==> src/rtl/fir_dac_driver.sv <==
`timescale 1ns/1ps
// fir_dac_driver: converts signed FIR output words to 12-bit offset binary,
// buffers them in a small FIFO and shifts each one out to a serial DAC.
//
//   state   | meaning
//   --------+-----------------------------------------------------------
//   S_IDLE  | no frame; waits for a buffered sample
//   S_SHIFT | cs low, 12 sclk periods, sdin changes on sclk falling edges
//   S_CS_UP | cs released for one half-period before the load strobe
//   S_LDAC  | ldac held low for one half-period
//   S_GAP   | one half-period quiet time before the next frame
//
// Frame = 24 + 3 half-periods. A sample waiting at the end of S_GAP starts
// its frame directly, so back-to-back frames are spaced exactly one frame.
module fir_dac_driver #(
  parameter int CLK_DIV    = 5,
  parameter int SHIFT      = 16,
  parameter int FIFO_DEPTH = 4
) (
  input  logic        clk,
  input  logic        rst_n,
  input  logic        s_axis_tvalid,
  input  logic [31:0] s_axis_tdata,
  output logic        s_axis_tready,
  output logic        cs,
  output logic        sclk,
  output logic        sdin,
  output logic        ldac,
  output logic        busy,
  output logic [7:0]  sat_cnt,
  output logic [7:0]  ovf_cnt
);

  localparam int         AW        = (FIFO_DEPTH > 1) ? $clog2(FIFO_DEPTH) : 1;
  localparam logic [AW:0] FULL_CNT = (AW+1)'(FIFO_DEPTH);
  localparam logic [7:0] DIV_M1    = 8'(CLK_DIV - 1);
  localparam logic [4:0] HALF_LAST = 5'd23;

  typedef enum logic [2:0] {S_IDLE, S_SHIFT, S_CS_UP, S_LDAC, S_GAP} state_t;

  state_t            r_state, w_state_nxt;
  logic [7:0]        r_div, w_div_nxt;
  logic [4:0]        r_half, w_half_nxt;
  logic [11:0]       r_shreg, w_shreg_nxt;
  logic              r_cs, r_sclk, r_sdin, r_ldac;
  logic              w_cs_nxt, w_sclk_nxt, w_sdin_nxt, w_ldac_nxt;
  logic              w_start, w_pop, w_tc;

  logic [11:0]       r_mem [FIFO_DEPTH];
  logic [AW-1:0]     r_wr_ptr, r_rd_ptr;
  logic [AW:0]       r_count;
  logic [7:0]        r_sat_cnt, r_ovf_cnt;

  logic signed [31:0] w_shifted;
  logic               w_clip_hi, w_clip_lo;
  logic [11:0]        w_code, w_head;
  logic               w_full, w_empty, w_push, w_drop;

  assign w_shifted = $signed(s_axis_tdata) >>> SHIFT;
  assign w_clip_hi = (w_shifted > 32'sd2047);
  assign w_clip_lo = (w_shifted < -32'sd2048);

  // Clip to the 12-bit two's complement range, then flip the sign bit for offset binary
  always_comb begin
    w_code = {~w_shifted[11], w_shifted[10:0]};
    if (w_clip_hi)      w_code = 12'hFFF;
    else if (w_clip_lo) w_code = 12'h000;
  end

  assign w_full        = (r_count == FULL_CNT);
  assign w_empty       = (r_count == '0);
  assign s_axis_tready = ~w_full;
  assign w_push        = s_axis_tvalid & ~w_full;
  assign w_drop        = s_axis_tvalid & w_full;
  assign w_head        = r_mem[r_rd_ptr];

  // Sample storage; contents need no reset because r_count gates every read
  always_ff @(posedge clk) begin
    if (w_push) r_mem[r_wr_ptr] <= w_code;
  end

  // FIFO pointers and occupancy
  always_ff @(posedge clk or negedge rst_n) begin
    if (!rst_n) begin
      r_wr_ptr <= '0;
      r_rd_ptr <= '0;
      r_count  <= '0;
    end else begin
      if (w_push) r_wr_ptr <= r_wr_ptr + AW'(1);
      if (w_pop)  r_rd_ptr <= r_rd_ptr + AW'(1);
      case ({w_push, w_pop})
        2'b10:   r_count <= r_count + (AW+1)'(1);
        2'b01:   r_count <= r_count - (AW+1)'(1);
        default: r_count <= r_count;
      endcase
    end
  end

  // Saturating clip and drop counters
  always_ff @(posedge clk or negedge rst_n) begin
    if (!rst_n) begin
      r_sat_cnt <= '0;
      r_ovf_cnt <= '0;
    end else begin
      if (w_push && (w_clip_hi || w_clip_lo) && (r_sat_cnt != 8'hFF))
        r_sat_cnt <= r_sat_cnt + 8'd1;
      if (w_drop && (r_ovf_cnt != 8'hFF))
        r_ovf_cnt <= r_ovf_cnt + 8'd1;
    end
  end

  // Next-state and next-output logic; r_div is a half-period down-counter
  always_comb begin
    w_state_nxt = r_state;
    w_div_nxt   = r_div;
    w_half_nxt  = r_half;
    w_shreg_nxt = r_shreg;
    w_cs_nxt    = r_cs;
    w_sclk_nxt  = r_sclk;
    w_sdin_nxt  = r_sdin;
    w_ldac_nxt  = r_ldac;
    w_start     = 1'b0;
    w_tc        = (r_div == 8'd0);
    case (r_state)
      S_IDLE: begin
        if (!w_empty) w_start = 1'b1;
      end
      S_SHIFT: begin
        if (!w_tc) begin
          w_div_nxt = r_div - 8'd1;
        end else begin
          w_div_nxt = DIV_M1;
          if (r_half == 5'd0) begin
            w_state_nxt = S_CS_UP;
            w_cs_nxt    = 1'b1;
            w_sclk_nxt  = 1'b0;
            w_sdin_nxt  = 1'b0;
          end else begin
            w_half_nxt = r_half - 5'd1;
            w_sclk_nxt = ~r_sclk;
            if (r_sclk) begin
              w_shreg_nxt = {r_shreg[10:0], 1'b0};
              w_sdin_nxt  = r_shreg[10];
            end
          end
        end
      end
      S_CS_UP: begin
        if (!w_tc) begin
          w_div_nxt = r_div - 8'd1;
        end else begin
          w_div_nxt   = DIV_M1;
          w_ldac_nxt  = 1'b0;
          w_state_nxt = S_LDAC;
        end
      end
      S_LDAC: begin
        if (!w_tc) begin
          w_div_nxt = r_div - 8'd1;
        end else begin
          w_div_nxt   = DIV_M1;
          w_ldac_nxt  = 1'b1;
          w_state_nxt = S_GAP;
        end
      end
      S_GAP: begin
        if (!w_tc)         w_div_nxt = r_div - 8'd1;
        else if (!w_empty) w_start = 1'b1;
        else               w_state_nxt = S_IDLE;
      end
      default: w_state_nxt = S_IDLE;
    endcase
    if (w_start) begin
      w_state_nxt = S_SHIFT;
      w_div_nxt   = DIV_M1;
      w_half_nxt  = HALF_LAST;
      w_shreg_nxt = w_head;
      w_cs_nxt    = 1'b0;
      w_sclk_nxt  = 1'b0;
      w_sdin_nxt  = w_head[11];
    end
    w_pop = w_start;
  end

  // State and registered DAC pins
  always_ff @(posedge clk or negedge rst_n) begin
    if (!rst_n) begin
      r_state <= S_IDLE;
      r_div   <= DIV_M1;
      r_half  <= '0;
      r_shreg <= '0;
      r_cs    <= 1'b1;
      r_sclk  <= 1'b0;
      r_sdin  <= 1'b0;
      r_ldac  <= 1'b1;
    end else begin
      r_state <= w_state_nxt;
      r_div   <= w_div_nxt;
      r_half  <= w_half_nxt;
      r_shreg <= w_shreg_nxt;
      r_cs    <= w_cs_nxt;
      r_sclk  <= w_sclk_nxt;
      r_sdin  <= w_sdin_nxt;
      r_ldac  <= w_ldac_nxt;
    end
  end

  assign cs      = r_cs;
  assign sclk    = r_sclk;
  assign sdin    = r_sdin;
  assign ldac    = r_ldac;
  assign busy    = (r_state != S_IDLE);
  assign sat_cnt = r_sat_cnt;
  assign ovf_cnt = r_ovf_cnt;

endmodule
==> config.mk <==
export PLATFORM = sky130hd
export DESIGN_NAME = fir_dac_driver
export DESIGN_NICKNAME = d
export VERILOG_FILES = /design/src/rtl/fir_dac_driver.sv
export SDC_FILE = /design/constraint.sdc
export NUM_CORES = 1
export LEC_CHECK = 0
export CAP_MARGIN = 10
export CORE_MARGIN = 1
export CORE_UTILIZATION = 45
export CTS_CLUSTER_DIAMETER = 50
export CTS_CLUSTER_SIZE = 12
export DETAILED_ROUTE_END_ITERATION = 6
export PLACE_DENSITY = 0.66
export SLEW_MARGIN = 20
export SYNTH_ARGS = -nofsm -noshare
export SYNTH_HDL_FRONTEND = slang
export SYNTH_SLANG_ARGS = --single-unit
==> constraint.sdc <==
create_clock -name clk -period 7.17 [get_ports clk]
set_clock_uncertainty 0.05 [all_clocks]
set_input_delay 2.151 -clock clk [delete_from_list [all_inputs] [get_ports clk]]
set_output_delay 2.151 -clock clk [all_outputs]
set_load 0.05 [all_outputs]
==> out/metrics.csv <==
stage,metric,value,unit
power_and_ir_drop,VDD IR max,0.0002451,V
grt,number of global-route vias before repair,2911,
floorplan,Die Ht,105.9,um
setup_path,Worst setup EP type,output pin,
floorplan,die extent in x,105.9,um
grt,gr usage total,16.83,%
cells_and_area,share of cells above drive strength 1,12.29,%
grt,gr ovfl total,0,
route,DR vias,2994,
place,port bufs,40,
synth,"EDFF count, synth",48,
floorplan,Row Count,37,
setup_path,critical path required time,4970,ps
synth,Yosys top cell by area,edfxtp_1,
route,antenna-violating nets left,0,
power_and_ir_drop,PwrDens,359.7,nW/um^2
grt,global-route wire length before repair,14.59,mm
synth,largest cells by area after synthesis,"edfxtp_1 30%, dfrtp_1 26%, mux4_2 5.6%",
setup_path,crit path DAT,2140,ps
run,Max-Cap Viols,0,
setup_path,FF-to-FF setup slack,3690,ps
synth,Synth Cell Area,4858,um^2
synth,Unique masters post-synth,54,
synth,"Top FF cell, synth",dfrtp_1,
cells_and_area,final core occ,52.92,%
setup_path,Worst Setup Path Type,reg2out,
sta,Slew Limit Fails,0,
status,outcome,finished clean,
synth,"Net Count, Synth",419,
setup_path,reg2reg end,r_count[2]$_DFFE_PN0P_,
route,WL final,8.580,mm
cells_and_area,area grow syn2layout,13.47,%
clocking,TritonCTS Buffers,9,
synth,Synth Area per Inst,13.06,um^2
grt,initial antenna violation count,0,
setup_path,reg-to-reg critical path startpoint,r_div[0]$_DFFE_PN0P_,
floorplan,Core Region,10420,um^2
setup_path,Worst R2R Path Depth,12,
clocking,buffer count from post-CTS setup fixing,0,
cells_and_area,diode count,0,
clocking,Clock Path Buffers,2,
synth,"Seq/Total Area, Yosys",57.56,%
synth,Synth Warn #,0,
clocking,CTS sink count,102,
floorplan,die area,11220,um^2
clocking,Clock Latency Late Sink,370,ps
power_and_ir_drop,Leakage,2.144,nW
sta,post-route setup TNS,0,ps
route,Routed WL per cell,15.57,um
clocking,"CTS clk-pin slew, worst paths",100,ps
sta,Slew @ Worst Pin,867.0,ps
clocking,H-tree depth,3,
synth,Mapped Cells,372,
route,Initial DRT Pass Iterations,4,
synth,share of the synthesized area in the top cell type,29.67,%
min_path,Hold Path Depth,1,
floorplan,# IOs,57,
clocking,CTS root buf,clkbuf_8,
clocking,post_cts resized,0,
setup_path,startpoint types,flop,
min_path,Hold Path End,ovf_cnt[7]$_DFFE_PN0P_,
sta,RSZ-0062 raised after global routing,false,
route,vias per cell,5.434,
setup_path,Critical Path Fanout Max,7,
route,Iter 0 DRT Violations,126,
synth,post-synthesis async set-or-reset flop share,52.94,%
floorplan,Starting Density,46.64,%
min_path,HP Start,ovf_cnt[7]$_DFFE_PN0P_,
clocking,CTS tree,done,
synth,register bit total from synthesis,102,
sta,Final Hold Fails,0,
cells_and_area,# nets final,457,
sta,Hold Slack,457.0,ps
route,DRC viols,0,
sta,final setup fails,0,
grt,largest net degree at the start of global routing,55,
clocking,CTS Hold Bufs,0,
power_and_ir_drop,Tot Pwr,1.983,mW
place,gpl congestion,0.7986,
sta,Rel. slew slack,42.20,%
setup_path,Crit. Startpoint,r_count[1]$_DFFE_PN0P_,
sta,"Min Clock Period, post-route",4337,ps
sta,fin crit share,60.49,%
min_path,hold crit path type,reg2reg,
sta,f_max,230.6,MHz
place,dpl hpwl,5.715,mm
[through the flow]
| step | setup WS, ps | area, um^2 | std cells |
|---|---|---|---|
| 3_3_place_gp | 2969 | 5329 | 535 |
| 3_5_place_dp | 2958 | 5329 | 535 |
| 6_report | 2833 | 5513 | 551 |
| 5_1_grt | 2757 | 5513 | 551 |
| 4_1_cts | 2814 | 5513 | 551 |
| 2_1_floorplan | 3551 | 4858 | 372 |
[sequential cells by signal, indices dropped and copies added, names as in the netlist]
signal    cells
r_div         8
r_half        5
r_shreg      11
sdin          1
r_count       3
sat_cnt       8
r_state       3
r_wr_ptr      2
cs            1
ldac          1
sclk          1
r_mem        48
r_rd_ptr      2
ovf_cnt       8
[layer usage]
| layer | vias up | GRT usage, % | routed length [um] | part of all wire (%) |
|---|---|---|---|---|
| met5 | - | 0 | 0 | 0 |
| met4 | 0 | 6.250 | 128 | 1.5 |
| met3 | 10 | 3.556 | 281 | 3.3 |
| met2 | 48 | 26.33 | 4127 | 48 |
| met1 | 1466 | 23.19 | 4042 | 47 |
| li1 | 1470 | - | - | - |
[cell families (layout without fill, tap and decap cells)]
family                   after synthesis  after routing  share of synthesized area (%)
adder cells (fa/ha/maj)               12             12                          3.245
flip-flops                           102            102                          57.56
XOR/XNOR                              21             21                          3.786
AO/OA/AOI/OAI                         52             52                          6.670
buffers and inverters                 29             72                          3.348
AND/OR/NAND/NOR                      120            120                          14.76
multiplexers                          36             36                          10.64
[worst max path at each step]
stage / endpoint / slack [ps] / depth (start not counted)
after floorplan: sat_cnt[1]$_DFFE_PN0P_ / 3550 / 4
after global placement: sat_cnt[1]$_DFFE_PN0P_ / 2970 / 5
after detailed placement: sat_cnt[1]$_DFFE_PN0P_ / 2960 / 5
after CTS: s_axis_tready / 2810 / 2
after global routing: s_axis_tready / 2760 / 2
final: s_axis_tready / 2830 / 2
[synth_stat cells, types with 3 or more instances]
master / n
dfrtp_1: 51
o21a_1: 13
mux2i_1: 19
o21ai_0: 16
clkbuf_1: 7
mux4_2: 12
edfxtp_1: 48
nand3_1: 30
nand2_1: 21
xor2_1: 15
and3_1: 4
nor3_1: 11
mux2_2: 5
nand4b_1: 6
ha_1: 11
inv_1: 13
xnor2_1: 6
or3_1: 6
dfstp_2: 3
a21oi_1: 10
nor2_1: 12
nor4_1: 4
nand4_1: 5
[cell usage in the layout (no fill, tap or decap), types with 13 or more instances in the layout]
| master | count |
|---|---|
| xor2_1 | 15 |
| edfxtp_1 | 48 |
| dfrtp_1 | 51 |
| o21a_1 | 13 |
| clkdlybuf4s50_1 | 39 |
| mux2i_1 | 19 |
| o21ai_0 | 16 |
| nand2_1 | 21 |
| inv_1 | 13 |
| nand3_1 | 30 |
[critical path: stages (launching register included)]
cell	delay [ps]
dfrtp_1	460
or3b_2	580
clkdlybuf4s50_1	730
[report_power, final]
part | switching (mW) | internal [mW] | total [mW]
Sequential | 0.175 | 0.801 | 0.976
Combinational | 0.366 | 0.296 | 0.662
Clock | 0.211 | 0.133 | 0.345
Total | 0.753 | 1.23 | 1.98
[cell type report]
type                    count  area (um^2)
clock buffers              10        127.6
clock inverters             6        56.30
fillers                   892         4903
inverters                  14        52.55
multi-input cells         241         1899
flip-flops and latches    102         2796
well taps                 136        170.2
repair buffers             42        410.4
No activity file was read; power rests on OpenSTA's default activity.
